--- config.mk ---
export PLATFORM = sky130hd
export DESIGN_NAME = split_assign_driver
export DESIGN_NICKNAME = d
export VERILOG_FILES = /design/src/rtl/split_assign_driver.sv
export SDC_FILE = /design/constraint.sdc
export NUM_CORES = 2
export LEC_CHECK = 0
export CORE_AREA = 2 2 607 609
export CTS_BUF_LIST = sky130_fd_sc_hd__clkbuf_8
export CTS_CLUSTER_DIAMETER = 30
export DETAILED_ROUTE_END_ITERATION = 12
export DIE_AREA = 0 0 609 611
export GPL_ROUTABILITY_DRIVEN = 0
export PLACE_DENSITY = 0.32
export RECOVER_POWER = 100
export SLEW_MARGIN = 40
export SYNTH_ARGS = -nofsm -noshare
export SYNTH_HDL_FRONTEND = slang
export SYNTH_SLANG_ARGS = --single-unit
--- constraint.sdc ---
create_clock -name clk -period 2.6 [get_ports clk]
set_input_delay 0.78 -clock clk [delete_from_list [all_inputs] [get_ports clk]]
set_output_delay 0.78 -clock clk [all_outputs]
set_load 0.05 [all_outputs]
--- src/rtl/split_assign_driver.sv ---
// Assembles a word stream into a flat assignment bus, holds it for a split checker
// to evaluate, and returns the sampled verdict over a valid/ready handshake.
module split_assign_driver #(
    parameter int unsigned WORD_W     = 32,
    parameter int unsigned TOTAL_BITS = 1500,
    parameter int unsigned CHK_LAT    = 1
) (
    input  logic                  clk,
    input  logic                  rst_n,
    input  logic                  in_valid,
    output logic                  in_ready,
    input  logic [WORD_W-1:0]     in_data,
    input  logic                  in_last,
    output logic [TOTAL_BITS-1:0] assign_bus,
    output logic                  assign_valid,
    input  logic                  chk_x,
    output logic                  out_valid,
    input  logic                  out_ready,
    output logic                  out_sat,
    output logic                  out_err,
    output logic [15:0]           sat_cnt
);

    localparam int unsigned NUM_WORDS = (TOTAL_BITS + WORD_W - 1) / WORD_W;
    localparam int unsigned IDX_W     = $clog2(NUM_WORDS + 1);
    localparam int unsigned LAT_W     = (CHK_LAT > 1) ? $clog2(CHK_LAT) : 1;
    localparam int unsigned CNT_W     = 16;

    typedef enum logic [1:0] {
        S_LOAD,
        S_EVAL,
        S_REPORT
    } state_t;

    state_t                  r_state;
    state_t                  w_state_nxt;
    logic                    r_in_ready;
    logic                    r_assign_valid;
    logic                    r_out_valid;
    logic                    r_out_sat;
    logic                    r_out_err;
    logic [CNT_W-1:0]        r_sat_cnt;
    logic [TOTAL_BITS-1:0]   r_bus;
    logic [TOTAL_BITS-1:0]   w_bus_nxt;
    logic [IDX_W-1:0]        r_widx;
    logic                    r_ovf;
    logic [LAT_W-1:0]        r_lat;

    logic                    w_acc;
    logic                    w_wr;
    logic                    w_hs;
    logic                    w_lat_done;
    logic                    w_len_ok;
    logic                    w_len_err;

    // in_ready is only ever high in LOAD, so acceptance needs no extra state qualifier
    assign w_acc      = in_valid && r_in_ready;
    assign w_wr       = w_acc && (r_widx < IDX_W'(NUM_WORDS));
    assign w_hs       = r_out_valid && out_ready;
    assign w_lat_done = (r_state == S_EVAL) && (r_lat == LAT_W'(CHK_LAT - 1));
    assign w_len_ok   = (r_widx == IDX_W'(NUM_WORDS - 1)) && !r_ovf;
    assign w_len_err  = (r_state == S_LOAD) && w_acc && in_last && !w_len_ok;

    // Per-word write lanes; the last lane is narrowed so bits past TOTAL_BITS are dropped
    for (genvar gi = 0; gi < NUM_WORDS; gi++) begin : g_word
        localparam int unsigned LO = WORD_W * gi;
        localparam int unsigned SW = ((TOTAL_BITS - LO) < WORD_W) ? (TOTAL_BITS - LO) : WORD_W;
        assign w_bus_nxt[LO +: SW] = (w_wr && (r_widx == IDX_W'(gi))) ? in_data[SW-1:0]
                                                                       : r_bus[LO +: SW];
    end

    always_ff @(posedge clk or negedge rst_n) begin
        if (!rst_n) begin
            r_state <= S_LOAD;
        end else begin
            r_state <= w_state_nxt;
        end
    end

    always_comb begin
        w_state_nxt = r_state;
        case (r_state)
            S_LOAD: begin
                if (w_acc && in_last) begin
                    w_state_nxt = w_len_ok ? S_EVAL : S_REPORT;
                end
            end
            S_EVAL: begin
                if (w_lat_done) begin
                    w_state_nxt = S_REPORT;
                end
            end
            S_REPORT: begin
                if (w_hs) begin
                    w_state_nxt = S_LOAD;
                end
            end
            default: w_state_nxt = S_LOAD;
        endcase
    end

    // Handshake flags track the upcoming state so they line up with it cycle-for-cycle
    always_ff @(posedge clk or negedge rst_n) begin
        if (!rst_n) begin
            r_in_ready     <= 1'b0;
            r_assign_valid <= 1'b0;
            r_out_valid    <= 1'b0;
        end else begin
            r_in_ready     <= (w_state_nxt == S_LOAD);
            r_assign_valid <= (w_state_nxt == S_EVAL);
            r_out_valid    <= (w_state_nxt == S_REPORT);
        end
    end

    always_ff @(posedge clk or negedge rst_n) begin
        if (!rst_n) begin
            r_bus  <= '0;
            r_widx <= '0;
            r_ovf  <= 1'b0;
        end else begin
            r_bus <= w_bus_nxt;
            if (w_hs) begin
                r_widx <= '0;
                r_ovf  <= 1'b0;
            end else if (w_wr) begin
                r_widx <= r_widx + IDX_W'(1);
            end else if (w_acc) begin
                r_ovf <= 1'b1;
            end
        end
    end

    always_ff @(posedge clk or negedge rst_n) begin
        if (!rst_n) begin
            r_lat <= '0;
        end else if ((r_state == S_EVAL) && !w_lat_done) begin
            r_lat <= r_lat + LAT_W'(1);
        end else begin
            r_lat <= '0;
        end
    end

    // Verdict capture: chk_x only matters in the final evaluation cycle
    always_ff @(posedge clk or negedge rst_n) begin
        if (!rst_n) begin
            r_out_sat <= 1'b0;
            r_out_err <= 1'b0;
        end else if (w_len_err) begin
            r_out_sat <= 1'b0;
            r_out_err <= 1'b1;
        end else if (w_lat_done) begin
            r_out_sat <= chk_x;
            r_out_err <= 1'b0;
        end
    end

    always_ff @(posedge clk or negedge rst_n) begin
        if (!rst_n) begin
            r_sat_cnt <= '0;
        end else if (w_hs && r_out_sat && (r_sat_cnt != {CNT_W{1'b1}})) begin
            r_sat_cnt <= r_sat_cnt + CNT_W'(1);
        end
    end

    assign in_ready     = r_in_ready;
    assign assign_bus   = r_bus;
    assign assign_valid = r_assign_valid;
    assign out_valid    = r_out_valid;
    assign out_sat      = r_out_sat;
    assign out_err      = r_out_err;
    assign sat_cnt      = r_sat_cnt;

endmodule

==> out/metrics.cfg <==
[clock_tree]
cts_htree_levels=5
clock-sinks=1531
clk_pin_slew_worst_paths_ns=0.05
cts_tree=done
cts_made_buffers=474
clock_path_buffers=4
insertion_delay_ns=1.10
cts-root-buf=clkbuf_8

[drt]
finalWirelength_um=318000
drtIter0Drc=1723
drc_errors=0
ant_nets=0
wl_per_cell_um=29.3
avgViaCountPerCell=3.69
via_count=39900
drt-pass1-iter-count=4

[job]
maxCapViolations=4

[timing]
fmax_mhz=393
tightestPinTransition_ns=1.70
slew-limit-headroom=-0.132
setup_ws_ns=0.0543
fin_crit_sh=0.979
skew_ns=0.0545
final_max_slew_viol_count=317
finalHoldViolCount=0
fin_crit_ns=2.55
rsz0062_at_grt=true
setup-violations-final=0

[run_status]
outcome=complete, but fails checks
violations=max-capacitance violations, max-slew violations

[layout]
final_nets=5638
fin_util=0.239
layout-drive-gt1-share=0.648
area_growth_pct=50.2

[global_routing]
top_usage_layer=met2
grtUsageMet1=0.180
grt_usage=0.165
grt_pass1_vias=43000
use_met2=0.288
grt_max_degree=106
antenna_found_initial=53
grt_overflow_total=0
grt_first_pass_wirelength_um=415000
met3_usage=0.0521

[worst_setup_path]
critPathMaxFanout=32
crit_type=reg -> reg
crit_arrival_ns=3.45
cp.required_ns=3.50
end_kind=register
worstRegToRegCells=7
cp-start-kind=register

[synth]
synth_ff_type=dfrtp_1
netlist.area_leader.share=0.660
synth_area_sq_um=58100
ys_seq_elements=1531
avgSynthCellArea_sq_um=16.5
ys_top_cells_by_count=dfrtp_1 (1531), mux2_2 (1195), mux2_1 (306), clkbuf_1 (183), buf_2 (70)
yosys_warnings=0
ys_async_sr_fraction=1.00
yosys.area.top_type=dfrtp_1
syn_nets=3564
synth_edf_count=0
synth_seq_area_share=0.660
synth_cell_types=50
synth.most_common_cell=dfrtp_1
syn_inst=3521
synth.area.top_cells=dfrtp_1 (66%), mux2_2 (23%), mux2_1 (5.9%), clkbuf_1 (1.2%), buf_8 (0.70%)

[floorplanning]
die_area_sq_um=372000
die_width_um=609
die_h_um=611
core_sq_um=365000
num_rows=222
initial_core_util=0.159
boundaryPins=1559

[pwr]
power_density_nw_per_um2=972
peakVddDrop_v=0.000488
power.leakage_nw=46.1

[worst_hold_path]
hold_path.class=in -> reg
whs_path_depth=2

[place]
io_buffers=1558
hpwl_um=229000
dp_slack_ns=-0.917

## cell type report
| type | instances | area [sq um] |
|---|---|---|
| diodes | 28 | 70.1 |
| well taps | 4816 | 6030 |
| inverters | 7 | 26.3 |
| clock inverters | 285 | 2540 |
| multi-input cells | 1670 | 18200 |
| clock buffers | 585 | 8050 |
| fillers | 38900 | 278000 |
| flip-flops and latches | 1531 | 38300 |
| repair buffers | 1911 | 13900 |
## cell families (layout without fill, tap and decap cells)
logic type	count (synthesis)	count (layout)	synth area share
AND/OR/NAND/NOR	124	124	0.0137
flip-flops	1531	1531	0.660
buffers and inverters	320	2788	0.0291
XOR/XNOR	19	19	0.00287
multiplexers	1503	1503	0.291
AO/OA/AOI/OAI	18	18	0.00209
other	1	29	0.0000646
adder cells (fa/ha/maj)	5	5	0.00108
## what timing repair did
item | 4_1_cts | 5_1_grt
endpoints found under the setup margin | 1566 | 436
pin swaps | 0 | 3
buffers inserted | 9 | 0
gates cloned | 0 | 3
hold endpoints to repair | 139 | 0
hold buffers | 2 | 0
resized for setup | 5382 | 571
## registers in the layout (all words and copies together) (netlist names)
name	count
assign_bus	1500
sat_cnt	16
r_widx	6
r_state	2
assign_valid	1
in_ready	1
out_err	1
out_sat	1
out_valid	1
r_lat	1
r_ovf	1
## routing by layer
layer / part of all wire / up-vias
li1: - / 16700
met4: 0.049 / 0
met2: 0.51 / 1681
met3: 0.079 / 551
met1: 0.37 / 21000
met5: 0 / -
## cell usage in the layout (no fill, tap or decap), types with 103 or more instances in the layout
master       n
mux2_1     301
buf_2      681
clkbuf_4   199
dfrtp_1   1506
buf_4      717
inv_1      110
buf_6      107
clkbuf_8   585
mux2_2    1192
clkinv_2   103
## worst paths after layout
path                                  start          endpoint  slack, ns
max                               r_widx[0]  assign_bus[1136]       0.05
min                             in_data[31]   assign_bus[991]       0.21
max reg2reg                       r_widx[0]  assign_bus[1136]       0.05
min reg2reg                assign_bus[1301]  assign_bus[1301]       0.48
max in group asynchronous             rst_n  assign_bus[1358]       0.18
min in group asynchronous             rst_n  assign_bus[1115]       0.30
## power by group
part	switching [W]	total (W)	internal, W
clock	0.0143	0.0384	0.0241
combinational	0.0139	0.0187	0.00486
sequential	0.00135	0.0277	0.0264
## critical path, cell delays in order (launching register included)
cell	delay (ns)
dfrtp_1	0.38
ha_2	0.19
a31o_1	0.23
or4_4	0.52
buf_4	0.19
nor4_4	0.18
buf_12	0.27
mux2_2	0.37
## per-stage QoR
stage               TNS, ns  power (W)  cells  cell area [sq um]  hold slack (ns)
floorplan                 0     0.0394   3521              58100            0.481
global placement    -892.56     0.0485   9922              81500            0.467
detailed placement  -856.37     0.0486   9923              81500            0.475
CTS                  -31.57     0.0867  10800              88800           0.0680
global route          -1.15     0.0884  10800              87200            0.126
finish                    0     0.0848  10800              87300            0.211
Power figures use the tool's default switching activity.
